$ cat src/rtl/vector_bist.sv
// Sweeping BIST controller: walks all 2^N_IN stimulus vectors, compares resp against exp, tallies mismatches.
// Define VECTOR_BIST_STOP_ON_FAIL_EN to end the run at the first mismatching vector.
module vector_bist #(
    parameter int N_IN   = 4,
    parameter int N_OUT  = 4,
    parameter int SETTLE = 2
) (
    input  logic              clk,
    input  logic              reset,
    input  logic              start,
    output logic [N_IN-1:0]   stim,
    input  logic [N_OUT-1:0]  resp,
    input  logic [N_OUT-1:0]  exp,
    output logic              busy,
    output logic              done,
    output logic              pass,
    output logic [15:0]       nerr,
    output logic [N_IN-1:0]   first_fail,
    output logic              fail_valid
);

    typedef enum logic [1:0] {
        ST_IDLE  = 2'd0,
        ST_APPLY = 2'd1,
        ST_CHECK = 2'd2,
        ST_DONE  = 2'd3
    } state_t;

    localparam logic [7:0]      SETTLE_LAST = 8'(SETTLE - 1);
    localparam logic [N_IN-1:0] STIM_ZERO   = {N_IN{1'b0}};
    localparam logic [N_IN-1:0] STIM_ONES   = {N_IN{1'b1}};
    localparam logic [N_IN-1:0] STIM_ONE    = N_IN'(1);

    state_t            state_q, state_d;
    logic [N_IN-1:0]   stim_q, stim_d;
    logic [7:0]        cnt_q, cnt_d;
    logic [15:0]       nerr_q, nerr_d;
    logic [N_IN-1:0]   ff_q, ff_d;
    logic              fv_q, fv_d;
    logic              busy_q, busy_d;
    logic              done_q, done_d;
    logic              pass_q, pass_d;
    logic              mismatch_s;
    logic              last_vec_s;

    function automatic logic [15:0] sat_inc16(input logic [15:0] v);
        if (v == 16'hFFFF) begin
            sat_inc16 = 16'hFFFF;
        end else begin
            sat_inc16 = v + 16'd1;
        end
    endfunction

    assign mismatch_s = (resp != exp);
    assign last_vec_s = (stim_q == STIM_ONES);

    // Next-state, datapath updates and registered-output precompute
    always_comb begin
        state_d = state_q;
        stim_d  = stim_q;
        cnt_d   = cnt_q;
        nerr_d  = nerr_q;
        ff_d    = ff_q;
        fv_d    = fv_q;

        case (state_q)
            ST_IDLE, ST_DONE: begin
                if (start) begin
                    state_d = ST_APPLY;
                    stim_d  = STIM_ZERO;
                    cnt_d   = 8'd0;
                    nerr_d  = 16'd0;
                    ff_d    = STIM_ZERO;
                    fv_d    = 1'b0;
                end else begin
                    state_d = state_q;
                end
            end
            ST_APPLY: begin
                if (cnt_q == SETTLE_LAST) begin
                    state_d = ST_CHECK;
                    cnt_d   = 8'd0;
                end else begin
                    cnt_d   = cnt_q + 8'd1;
                end
            end
            ST_CHECK: begin
                if (mismatch_s) begin
                    nerr_d = sat_inc16(nerr_q);
                    if (!fv_q) begin
                        ff_d = stim_q;
                        fv_d = 1'b1;
                    end else begin
                        ff_d = ff_q;
                    end
                end else begin
                    nerr_d = nerr_q;
                end
`ifdef VECTOR_BIST_STOP_ON_FAIL_EN
                if (mismatch_s || last_vec_s) begin
`else
                if (last_vec_s) begin
`endif
                    // stim is held on the final (or failing) vector
                    state_d = ST_DONE;
                end else begin
                    state_d = ST_APPLY;
                    stim_d  = stim_q + STIM_ONE;
                end
            end
            default: begin
                state_d = ST_IDLE;
                stim_d  = STIM_ZERO;
                cnt_d   = 8'd0;
                nerr_d  = 16'd0;
                ff_d    = STIM_ZERO;
                fv_d    = 1'b0;
            end
        endcase

        busy_d = (state_d == ST_APPLY) || (state_d == ST_CHECK);
        done_d = (state_d == ST_DONE);
        pass_d = done_d && (nerr_d == 16'd0);
    end

    // State and output registers with synchronous reset
    always_ff @(posedge clk) begin
        if (reset) begin
            state_q <= ST_IDLE;
            stim_q  <= STIM_ZERO;
            cnt_q   <= 8'd0;
            nerr_q  <= 16'd0;
            ff_q    <= STIM_ZERO;
            fv_q    <= 1'b0;
            busy_q  <= 1'b0;
            done_q  <= 1'b0;
            pass_q  <= 1'b0;
        end else begin
            state_q <= state_d;
            stim_q  <= stim_d;
            cnt_q   <= cnt_d;
            nerr_q  <= nerr_d;
            ff_q    <= ff_d;
            fv_q    <= fv_d;
            busy_q  <= busy_d;
            done_q  <= done_d;
            pass_q  <= pass_d;
        end
    end

    assign stim       = stim_q;
    assign busy       = busy_q;
    assign done       = done_q;
    assign pass       = pass_q;
    assign nerr       = nerr_q;
    assign first_fail = ff_q;
    assign fail_valid = fv_q;

endmodule
$ cat config.mk
export PLATFORM = sky130hd
export DESIGN_NAME = vector_bist
export DESIGN_NICKNAME = d
export VERILOG_FILES = /design/src/rtl/vector_bist.sv
export SDC_FILE = /design/constraint.sdc
export NUM_CORES = 1
export LEC_CHECK = 0
export BUFFER_PORTS_ARGS = -buffer_cell sky130_fd_sc_hd__buf_2
export CAP_MARGIN = 15
export CORE_UTILIZATION = 50
export DETAILED_ROUTE_END_ITERATION = 8
export HOLD_SLACK_MARGIN = 0.08
export PLACE_DENSITY = 0.81
export SYNTH_ARGS = -nofsm -noshare
export SYNTH_HDL_FRONTEND = slang
export SYNTH_SLANG_ARGS = --single-unit
$ cat constraint.sdc
create_clock -name clk -period 2.25 [get_ports clk]
set_clock_uncertainty 0.05 [all_clocks]
set_input_delay 0.3375 -clock clk [delete_from_list [all_inputs] [get_ports clk]]
set_output_delay 0.3375 -clock clk [all_outputs]
set_load 0.01 [all_outputs]
After elaboration in Yosys (flattened, before gate mapping)
Cells that the tools add are included.
- bits in registers: 38
- logic and storage cells: 57
- input bits: 11
- reduce and logical (&&, ||, !) cells: 11
- add/sub/neg operators: 3
- equal/unequal tests: 14
- muxes and demuxes: 20
- operators by type and width (cell ; count):
    two-way mux 16 bit ; 3
    one-hot mux 16 bit (2 select lines) ; 1
    adder 16 x 1 -> 16 bit (second input constant) ; 1
    equality test 16 bit (second input constant) ; 1
    zero test 16 bit ; 1
    two-way mux 4 bit ; 4
    two-way mux 8 bit ; 2
    one-hot mux 4 bit (2 select lines) ; 2
    one-hot mux 8 bit (2 select lines) ; 1
    adder 8 x 1 -> 8 bit (second input constant) ; 1
    equality test 2 bit (second input constant) ; 4
    equality test 8 x 1 -> 1 bit (second input constant) ; 1
    inequality test 2 bit (second input constant) ; 4
    two-way mux 2 bit ; 3
    one-hot mux 2 bit (3 select lines) ; 1
    AND reduction 3 bit ; 2
    adder 4 x 1 -> 4 bit (second input constant) ; 1
    equality test 2 x 1 -> 1 bit (second input constant) ; 2
    equality test 4 bit (second input constant) ; 1
    inequality test 4 bit ; 1
    AND reduction 4 bit ; 1
    nonzero test 2 bit ; 2
    zero test 2 bit ; 1
    two-way mux 1 bit ; 2
    other kinds (5) ; 5

Depth between registers and ports, before layout
- depth in word-level cells: 6
- gate-level depth with buffers: 12
- depth with buffers taken out: 12

Worst setup path before layout
No wires, ideal clock.
- kind: reg2reg
- start: reg state_q[0]
- end: reg pass_q (netlist: pass)
- cell stages (with the launch flop): 10
- path buffers: 0
- library setup time: 0.061 ns
- period minus slack after synthesis: 2.196 ns
- data arrival time: 2.085 ns
- path slack: 0.054 ns
- path through: dfxtp_1 -> inv_1 -> ha_1 -> nand2b_2 -> nand2_1 -> or3_1 -> a311oi_2 -> nand4_1 -> nor4_1 -> and4_1
- cells in the longest elaborated chain, start to end: 5
- elaborated cells between the ends (all ways): 12
- classes of those cells: eq/ne: 4; mux: 4; reduce/logical: 4
- RTL lines (element ; RTL line ; RTL):
    from (decl) ; 34 ; state_t state_q, state_d;
    from (signal assigned) ; 139 ; state_q <= state_d;
    equality test 2 bit / zero test 2 bit (equally long branches) ; 66 ; case (state_q)
    OR reduction 2 bit ; 66 ;
    one-hot mux 16 bit (2 select lines) / one-hot mux 2 bit (3 select lines) (equally long branches) ; 66 ;
    zero test 16 bit / equality test 2 bit (equally long branches) ; 123, 122 ;
    logical AND 1 bit (*) ; 123 ; pass_d = done_d && (nerr_d == 16'd0);
    to (signal assigned) ; 147 ; pass_q <= pass_d;
    to (decl) ; 42 ; logic pass_q, pass_d;
Every way passes the cells marked *; elsewhere a longest branch is shown, timed or not.
A chain may end at the register's enable or synchronous reset.

Final worst setup path
- start: reg nerr_q[10] (netlist: nerr[10])
- end: reg pass_q (netlist: pass)
- cells in the longest elaborated chain, start to end: 6
- elaborated cells between the ends (all ways): 8
- classes of those cells: add/sub: 1; eq/ne: 1; mux: 4; reduce/logical: 2
- RTL lines (element ; RTL line ; RTL):
    from (decl) ; 37 ; logic [15:0] nerr_q, nerr_d;
    from (signal assigned) ; 142 ; nerr_q <= nerr_d;
    adder 16 x 1 -> 16 bit / equality test 16 bit (equally long branches) ; 50, 47 ;
    two-way mux 16 bit ; 47 ; if (v == 16'hFFFF) begin
    two-way mux 16 bit ; 88 ; if (mismatch_s) begin
    one-hot mux 16 bit (2 select lines) (*) ; 66 ;
    zero test 16 bit (*) ; 123 ;
    logical AND 1 bit (*) ; 123 ;
Marks and branches as above.

==> flow_summary.yaml <==
status:
  outcome: "finished, final reports clean"
clock_network:
  cts_buffer_depth: 2
  h-tree-depth: 2
  tritoncts: "done"
  cts_root_buf: "clkbuf_8"
  cts_hold_buf: 0
  numCtsBuffers: 5
  path_clk_slew_ns: 0.08
  cts_sinks: 38
  clk_latency_ns: 0.30
worst_hold_path:
  min_path_cells: 4
  worstHoldEndpoint: "fail_valid$_SDFFE_PP0P_"
  min_from: "start"
  worst_hold_path_type: "in -> reg"
finish:
  multi_input_area_sq_um: 1510
  fin_nets: 375
  antennaDiodeCount: 0
  area_growth_pct: 39.3
  layout.cells.most_common: "buf_4"
  seq_area_sq_um: 767
  final_cell_mix: "55 x buf_4, 38 x buf_2, 33 x dfxtp_1"
  drive_above_1_share_pct: 39.4
  fillCellCount: 310
floorplan:
  rows: 23
  initial_core_util_pct: 53.6
  io_pins: 39
  die_w_um: 68.6
  dieHeight_um: 68.6
  die_area_sq_um: 4710
  coreArea_sq_um: 4140
logic_synthesis:
  syn_inst: 269
  synth.area.top_cells: "dfxtp_1 34%, a21oi_1 5.4%, nor2_1 4.6%"
  synth_warnings: 0
  syn_area_sq_um: 2220
  avgSynthCellArea_sq_um: 8.26
  yosys.area.top_type: "dfxtp_1"
  yosys.area.top_type_share_pct: 34.3
  async_flop_share_pct: 0
  ys.flop_type: "dfxtp_1"
  ys_seq_area_share_pct: 34.3
  synth-seq-cells: 38
  synth_nets: 287
  synth_enable_flop_cells: 0
  synthDistinctLibCells: 54
critical_path:
  crit_slowest_cell: "dfxtp_1"
  cp_slowest_stage_delay_ns: 0.46
  worstReg2RegStart: "nerr[10]$_SDFF_PP0_"
  reg2reg_slack_ns: 0.05
  crit_path_end_kind: "flip-flop"
  path_max_fanout: 7
  timing.rr.end: "pass$_SDFF_PP0_"
  path_cells: "and4_1 -> nand2_1 -> nor3_1 -> mux2i_1 -> o21ai_0 -> nor4_1 -> and4_1"
  cp_common_cell: "and4_1"
  critPathKind: "reg -> reg"
  worst_r2r_path_depth: 7
  crit_required_ns: 2.44
  worstPathArrival_ns: 2.39
  startpoint_type: "flip-flop"
grt:
  grt_pass1_wl_mm: 10.4
  gr-total-overflow: 0
  grt_use_total_pct: 29.6
  antenna_found_initial: 0
  grt_pass1_vias: 2252
  grt_max_degree: 33
power_and_ir_drop:
  ir_worst_vdd_mv: 0.438
  p_per_area_nw_per_um2: 603
  power_mw: 1.87
  leakagePower_nw: 1.30
sta:
  period_needed_ns: 2.20
  drv_slew: 0
  finalCritPeriodShare_pct: 97.9
  setup_ws_ns: 0.0473
  worst_pin_slew_ns: 0.652
  max_slew_margin_pct: 56.5
  hold-worst-slack_ns: 0.420
  setup_viol: 0
  hold_viol_final: 0
  grt_setup_unrepaired: "yes"
  fmax_ghz: 0.454
drt:
  routedWlPerCell_um: 16.2
  drt_iter0_drc: 381
  drtPass1Iterations: 5
  vias: 2511
  routed_via_density: 6.15
  antenna_left: 0
  drt_wl_total_mm: 6.60
  drc: 0
place:
  placement.io_buffers: 38
  dp_hpwl_mm: 4.51
  place_congestion: 1.01
  dp_slack_ns: -0.200
flow_run:
  drv_cap: 0
[cell families after synthesis]
logic type	synth area share, %
compound gates	22.8
mux	0.958
xor+xnor	5.30
fa+ha+maj	3.94
simple gates	29.4
buf+inv	3.38
flops	34.3
[report_power, final]
part | leakage, nW | total [mW] | switching, mW | internal (mW)
Clock | 0.0683 | 0.703 | 0.258 | 0.444
Combinational | 0.926 | 0.458 | 0.257 | 0.201
Sequential | 0.309 | 0.705 | 0.0130 | 0.692
[critical path: cells and delay by family, from the launching register on]
kind | cells | cell delay [ns]
and+or+nand+nor | 5 | 1.25
AOI/OAI and AO/OA | 1 | 0.13
muxes | 1 | 0.26
DFF | 1 | 0.46
[layer usage]
metal / wire [um] / vias up / GRT usage, %
li1: - / 1189 / -
met3: 499 / 25 / 4.93
met1: 2670 / 1154 / 37.7
met4: 171 / 0 / 10.4
met5: 0 / - / 0
met2: 3250 / 143 / 50.0
[stage by stage]
step           setup TNS, ns  utilization [%]  cells  instance area (sq um)
2_1_floorplan              0                -    269                   2220
3_3_place_gp          -0.125             67.8    398                   2810
3_5_place_dp          -0.200             67.8    398                   2810
4_1_cts                    0             72.5    408                   3000
5_1_grt              -0.0774             74.7    408                   3090
6_report                   0             74.7    408                   3090
[final cells by class]
cell class / count / area share [%]
multi-input combinational: 215 / 48.8
clock inverter: 3 / 2.22
tap: 50 / 2.02
sequential: 38 / 24.8
timing repair buffer: 93 / 19.5
inverter: 4 / 0.485
clock buffer: 5 / 2.22
[cells in the mapped netlist, types with 2 or more instances]
cell	instances
dfxtp_1	38
nor2_1	27
a21oi_1	24
nand2_1	22
nor3_1	14
nand3_1	13
clkbuf_1	9
nand4_1	8
o21ai_0	8
and3_1	7
ha_1	7
a31oi_1	6
nor2b_1	6
or3_1	6
nor4_1	5
xor2_1	5
a22o_1	4
a22oi_1	4
and2_1	4
and4_1	4
inv_1	4
xor2_2	4
a211oi_1	3
o211ai_1	3
o21a_1	3
nand2b_2	2
o21ai_1	2
[how the worst max path moves through the flow]
stage                     startpoint         endpoint  slack [ns]  cells past startpoint
2_1_floorplan  state_q[0]$_SDFF_PP0_  pass$_SDFF_PP0_        0.05                      9
3_3_place_gp   cnt_q[1]$_SDFFE_PP0P_  pass$_SDFF_PP0_       -0.12                     12
3_5_place_dp   cnt_q[1]$_SDFFE_PP0P_  pass$_SDFF_PP0_       -0.20                     12
4_1_cts        cnt_q[0]$_SDFFE_PP0P_  pass$_SDFF_PP0_       0.008                     11
5_1_grt        state_q[1]$_SDFF_PP0_  pass$_SDFF_PP0_       -0.08                     11
6_report         nerr[10]$_SDFF_PP0_  pass$_SDFF_PP0_        0.05                      7
[what timing repair did]
| item | in CTS | in global routing |
|---|---|---|
| setup buffers | 2 | 0 |
| pin swaps | 7 | 10 |
| gates resized for setup | 13 | 21 |
| setup endpoints to repair | 1 | 2 |
[flip-flops by register name, summed over array words and instances, names as in the netlist]
register and count:
nerr 16, cnt_q 8, first_fail 4, stim 4, state_q 2, busy 1
done 1, fail_valid 1, pass 1
Power figures use the tool's default switching activity.
